File: src/rtl/aes_result_display.sv
`default_nettype none
// ============================================================================
// Module      : aes_result_display
// Description : Shows a 128-bit AES result as hexadecimal on an 8-digit,
//               common-anode 7-segment display. The value is shown as four
//               32-bit pages, most significant page first. Each page is held
//               for PAGE_CYCLES clocks. The eight digits are scanned, and each
//               digit is enabled for DIGIT_CYCLES clocks.
// Ports       : clk      - system clock, rising edge
//               rst_n    - asynchronous active-low reset
//               data_in  - 128-bit value to display, sampled live
//               an[7:0]  - digit enables, active-low, an[0] is rightmost
//               seg[6:0] - segments gfedcba, active-low
//               page[1:0]- index of the page currently on the pins
// Revision    : 1.0 - initial release
// ============================================================================
module aes_result_display #(
    parameter int DIGIT_CYCLES = 100000,
    parameter int PAGE_CYCLES  = 500000000
) (
    input  logic         clk,
    input  logic         rst_n,
    input  logic [127:0] data_in,
    output logic [7:0]   an,
    output logic [6:0]   seg,
    output logic [1:0]   page
);

    // Counter widths never drop below one bit so a cycle count of 1 is legal.
    localparam int DW = (DIGIT_CYCLES > 1) ? $clog2(DIGIT_CYCLES) : 1;
    localparam int PW = (PAGE_CYCLES  > 1) ? $clog2(PAGE_CYCLES)  : 1;
    localparam logic [DW-1:0] DIGIT_LAST = DW'(DIGIT_CYCLES - 1);
    localparam logic [PW-1:0] PAGE_LAST  = PW'(PAGE_CYCLES - 1);

    logic [DW-1:0] digit_cnt_q, digit_cnt_d;
    logic [2:0]    digit_idx_q, digit_idx_d;
    logic [PW-1:0] page_cnt_q,  page_cnt_d;
    logic [1:0]    page_idx_q,  page_idx_d;
    logic [7:0]    an_q,        an_d;
    logic [6:0]    seg_q,       seg_d;
    logic [1:0]    page_q,      page_d;

    logic          digit_wrap;
    logic          page_wrap;
    logic [31:0]   page_word;
    logic [3:0]    nibble;

    always_comb begin
        // The two timers are fully independent. If both wrap in the same
        // cycle, both indices simply advance together.
        digit_wrap  = (digit_cnt_q == DIGIT_LAST);
        page_wrap   = (page_cnt_q  == PAGE_LAST);

        digit_cnt_d = digit_wrap ? '0 : digit_cnt_q + DW'(1);
        digit_idx_d = digit_wrap ? digit_idx_q + 3'd1 : digit_idx_q;
        page_cnt_d  = page_wrap  ? '0 : page_cnt_q + PW'(1);
        page_idx_d  = page_wrap  ? page_idx_q + 2'd1 : page_idx_q;

        // Page 0 holds the most significant word.
        case (page_idx_q)
            2'd0:    page_word = data_in[127:96];
            2'd1:    page_word = data_in[95:64];
            2'd2:    page_word = data_in[63:32];
            default: page_word = data_in[31:0];
        endcase

        // Digit d shows nibble d, so the rightmost digit shows the LS nibble.
        nibble = page_word[{digit_idx_q, 2'b00} +: 4];

        an_d   = ~(8'b0000_0001 << digit_idx_q);
        page_d = page_idx_q;

        case (nibble)
            4'h0:    seg_d = 7'h40;
            4'h1:    seg_d = 7'h79;
            4'h2:    seg_d = 7'h24;
            4'h3:    seg_d = 7'h30;
            4'h4:    seg_d = 7'h19;
            4'h5:    seg_d = 7'h12;
            4'h6:    seg_d = 7'h02;
            4'h7:    seg_d = 7'h78;
            4'h8:    seg_d = 7'h00;
            4'h9:    seg_d = 7'h10;
            4'hA:    seg_d = 7'h08;
            4'hB:    seg_d = 7'h03;
            4'hC:    seg_d = 7'h46;
            4'hD:    seg_d = 7'h21;
            4'hE:    seg_d = 7'h06;
            default: seg_d = 7'h0E;
        endcase
    end

    always_ff @(posedge clk or negedge rst_n) begin
        if (!rst_n) begin
            digit_cnt_q <= '0;
            digit_idx_q <= 3'd0;
            page_cnt_q  <= '0;
            page_idx_q  <= 2'd0;
            an_q        <= 8'hFF;
            seg_q       <= 7'h7F;
            page_q      <= 2'd0;
        end else begin
            digit_cnt_q <= digit_cnt_d;
            digit_idx_q <= digit_idx_d;
            page_cnt_q  <= page_cnt_d;
            page_idx_q  <= page_idx_d;
            an_q        <= an_d;
            seg_q       <= seg_d;
            page_q      <= page_d;
        end
    end

    // an, seg and page come from one register stage, so they always agree.
    assign an   = an_q;
    assign seg  = seg_q;
    assign page = page_q;

endmodule
`default_nettype wire

File: config.mk
export PLATFORM = sky130hd
export DESIGN_NAME = aes_result_display
export DESIGN_NICKNAME = d
export VERILOG_FILES = /design/src/rtl/aes_result_display.sv
export SDC_FILE = /design/constraint.sdc
export NUM_CORES = 1
export LEC_CHECK = 0
export BUFFER_PORTS_ARGS = -buffer_cell sky130_fd_sc_hd__buf_2
export CAP_MARGIN = 10
export CORE_UTILIZATION = 51
export CTS_BUF_LIST = sky130_fd_sc_hd__clkbuf_16
export CTS_CLUSTER_SIZE = 28
export DETAILED_ROUTE_END_ITERATION = 8
export HOLD_SLACK_MARGIN = 0.08
export PLACE_DENSITY = 0.84
export REMOVE_ABC_BUFFERS = 1
export SLEW_MARGIN = 20
export SYNTH_ARGS = -nofsm -noshare
export SYNTH_HDL_FRONTEND = slang
export SYNTH_SLANG_ARGS = --single-unit
File: constraint.sdc
create_clock -name clk -period 3.2 [get_ports clk]
set_input_delay 0.16 -clock clk [delete_from_list [all_inputs] [get_ports clk]]
set_output_delay 0.16 -clock clk [all_outputs]
set_load 0.1 [all_outputs]
==> metrics.txt <==
final net count 708; Starting Density 53.8%; count of H-tree levels built during CTS 3; RSZ-0062 raised after global routing false; final wirelength 11.8 mm; Setup violations, final 0; CTS Buffer Depth 2; buffer cell driving the clock tree root sky130_fd_sc_hd__clkbuf_16; cell internal pwr 1.58 mW; area fraction of the dominant cell type after synthesis 31.3%; Post-DP HPWL 8.95 mm; worst path cell trace inv_1, ha_1, buf_4, a222oi_1, mux2i_1, a2bb2oi_1, o22ai_2, inv_1, ha_1, or3_1, o311a_1; port buffer count 146; register bit count reported by yosys 68; Max Freq 344 MHz; die width 93.2 um; Crit Path Max Fanout 16; share of async-settable or async-resettable flops after synthesis 100%; Placement Cell Area 5050 sq um; number of pins with negative max-slew slack in the final report 0; headroom to the max-slew limit 52.7%; WP buf/inv 3; global-route wire length before repair 18.9 mm; most common cell after layout, fill and taps aside sky130_fd_sc_hd__buf_2; worst stage delay on the critical path 0.40 ns; dominant cells by area after synthesis sky130_fd_sc_hd__dfrtp_1 31%, sky130_fd_sc_hd__dfstp_2 9.3%, sky130_fd_sc_hd__ha_1 5.3%; Register-to-Register Path Depth 11; clock tree from TritonCTS yes; total clock buffers created by CTS 9; share of final-layout standard cells stronger than drive strength 1 38.9%; max-cap violations 0; number of antenna cells inserted 0; fillcell total 594; total congestion overflow after global routing 0; worst hold-check slack 0.423 ns; Top-Level Pins 147; Leak 2.49 nW; CTS clock-pin slew for the worst setup and hold paths 0.06 ns; final cell utilization of the core 68.0%; post-place setup slack 0.339 ns; Placeable Area 7890 sq um; post-detailed-route wirelength per cell 17.7 um; commonest register cell after synthesis sky130_fd_sc_hd__dfrtp_1; Placed Cells 650; Setup CP Type register to register; area of the mapped netlist 4240 sq um; number of antenna violations at the first check in global routing 0; proportion of total power due to net switching 24.5%; maximum clock skew at final layout 0.00778 ns; via count of the first global-routing pass 3,998; clock insertion delay at the later pin of the skew report 0.33 ns; Post-Synthesis Cells 412; floorplan die height 93.2 um; outcome finished, final reports clean; endpoint arrival time on the critical path 3.16 ns; global placement routability congestion 0.903; share of power burned in combinational logic 11.6%; CTS Hold Buffers Added 1; maximum resistive drop on vdd 224 uV; Final ANT Viol Nets 0; share of total power in sequential cells 41.8%; Hold Fails Final Rpt 0; number of vias in the routed layout 3,943; relative contribution of the clock network to total power 46.6%; aggregate negative setup slack 0 ns; average cell area after synthesis 10.3 sq um; number of flops mapped to enable cells by yosys 0; CP Capture Type register; Iteration-0 DRC Markers 329; depth of the critical timing path with buffers and inverters included 11; post-synth cell types 55; die footprint 8690 sq um; Pwr Density 391 nW/um^2; switching component of the power 0.514 mW; final design instance area without fill 5360 sq um; Final Total Pwr 2.10 mW; final period utilization 90.9%; CP startpoint kind register; Post-CTS Resized 0; post-route non-filler standard cell count 667; number of remaining DRC errors 0; top library cells by usage in the layout, fill and taps aside 146 x sky130_fd_sc_hd__buf_2, 53 x sky130_fd_sc_hd__dfrtp_1, 44 x sky130_fd_sc_hd__nand2_1; Crit path max-delay family compound AO/OA/AOI/OAI gates; routed vias/inst 5.91; Area Growth Syn to Fin 26.4%; Synth area leader sky130_fd_sc_hd__dfrtp_1; maximum number of pins on one net before global-route repair 37; Global Route Usage Sum 28.4%; slowest cell on the critical path sky130_fd_sc_hd__or3_1; number of warnings issued by yosys 0; sequential fraction of the synthesis area 40.6%; num rows 32; total clock sinks 68; Data required, critical path 3.45 ns; number of optimization iterations in the first detailed-route pass 8; post-route setup slack 0.290 ns; post-CTS setup buffers 0; actual transition at the worst max-transition pin 0.710 ns; Min Clock Period, post-route 2.91 ns; path type of the worst min-delay path input pin to async pin
-- power groups by stage --
stage / registers, mW / logic (mW) / clock network [mW]
floorplan: 0.953 / 0.0589 / 0
global placement: 0.891 / 0.239 / 0
detailed placement: 0.891 / 0.241 / 0
CTS: 0.877 / 0.243 / 0.993
global route: 0.877 / 0.260 / 1.03
finish: 0.877 / 0.243 / 0.976
-- worst reg2reg max path, stage by stage, from the launching register on --
cell and delay [ns]:
sky130_fd_sc_hd__dfrtp_1 0.39, sky130_fd_sc_hd__inv_1 0.10, sky130_fd_sc_hd__ha_1 0.26, sky130_fd_sc_hd__buf_4 0.22
sky130_fd_sc_hd__a222oi_1 0.37, sky130_fd_sc_hd__mux2i_1 0.12, sky130_fd_sc_hd__a2bb2oi_1 0.18, sky130_fd_sc_hd__o22ai_2 0.33
sky130_fd_sc_hd__inv_1 0.12, sky130_fd_sc_hd__ha_1 0.24, sky130_fd_sc_hd__or3_1 0.40, sky130_fd_sc_hd__o311a_1 0.13
-- layout make-up --
class                   count  area, sq um  area share, %
clock buffers               9          225           4.20
clock inverters             7         76.3           1.42
inverters                  15         56.3           1.05
multi-input cells         307         2310           43.1
flip-flops and latches     68         1720           32.1
well taps                 102          128           2.38
repair buffers            159          843           15.7
-- cells by family (layout without fill, tap and decap cells) --
family                   Yosys count  count (layout)  synth area share, %
multiplexers                      28              28                 8.64
XOR/XNOR                          41              41                 8.47
flip-flops                        68              68                 40.6
AO/OA/AOI/OAI                     73              73                 13.9
AND/OR/NAND/NOR                  147             147                 18.2
adder cells (fa/ha/maj)           18              18                 5.31
buffers and inverters             37             190                 4.93
-- worst paths after layout --
kind / startpoint / endpoint / slack, ns
min in group clk: page_d[1] / page[1] / 0.44
min: rst_n / digit_cnt_q[14] / 0.42
min reg2reg: page_d[1] / page[1] / 0.44
max in group asynchronous: rst_n / seg[3] / 1.82
max: page_d[1] / seg[0] / 0.29
max reg2reg: page_d[1] / seg[0] / 0.29
-- cells in the mapped netlist (4+ instances only) --
| cell type | number |
|---|---|
| sky130_fd_sc_hd__nand4_1 | 11 |
| sky130_fd_sc_hd__a222oi_1 | 22 |
| sky130_fd_sc_hd__buf_6 | 6 |
| sky130_fd_sc_hd__a22oi_1 | 13 |
| sky130_fd_sc_hd__nor3_1 | 5 |
| sky130_fd_sc_hd__mux2_2 | 9 |
| sky130_fd_sc_hd__dfrtp_1 | 53 |
| sky130_fd_sc_hd__nand3_1 | 13 |
| sky130_fd_sc_hd__inv_1 | 14 |
| sky130_fd_sc_hd__nor4_1 | 5 |
| sky130_fd_sc_hd__o21ai_0 | 9 |
| sky130_fd_sc_hd__and3_1 | 5 |
| sky130_fd_sc_hd__ha_1 | 18 |
| sky130_fd_sc_hd__nor2_1 | 34 |
| sky130_fd_sc_hd__nor2b_1 | 4 |
| sky130_fd_sc_hd__xor2_1 | 19 |
| sky130_fd_sc_hd__xnor2_1 | 22 |
| sky130_fd_sc_hd__mux2i_1 | 13 |
| sky130_fd_sc_hd__mux4_2 | 6 |
| sky130_fd_sc_hd__buf_2 | 11 |
| sky130_fd_sc_hd__a21oi_1 | 13 |
| sky130_fd_sc_hd__dfstp_2 | 15 |
| sky130_fd_sc_hd__nand2_1 | 44 |
-- sequential cells by signal, summed over array words and instances, names as in the netlist --
register and cells:
page_cnt_q 29, digit_cnt_q 17, an 8, seg 7
digit_idx_q 3, page 2, page_d 2
-- metal layers --
metal | routed length, um | vias to the layer above | GRT usage [%]
li1 | - | 1817 | -
met1 | 4540 | 1878 | 33.1
met2 | 5960 | 212 | 49.9
met3 | 792 | 36 | 4.88
met4 | 499 | 0 | 14.6
met5 | 0 | - | 0
No activity file was read; power rests on OpenSTA's default activity.
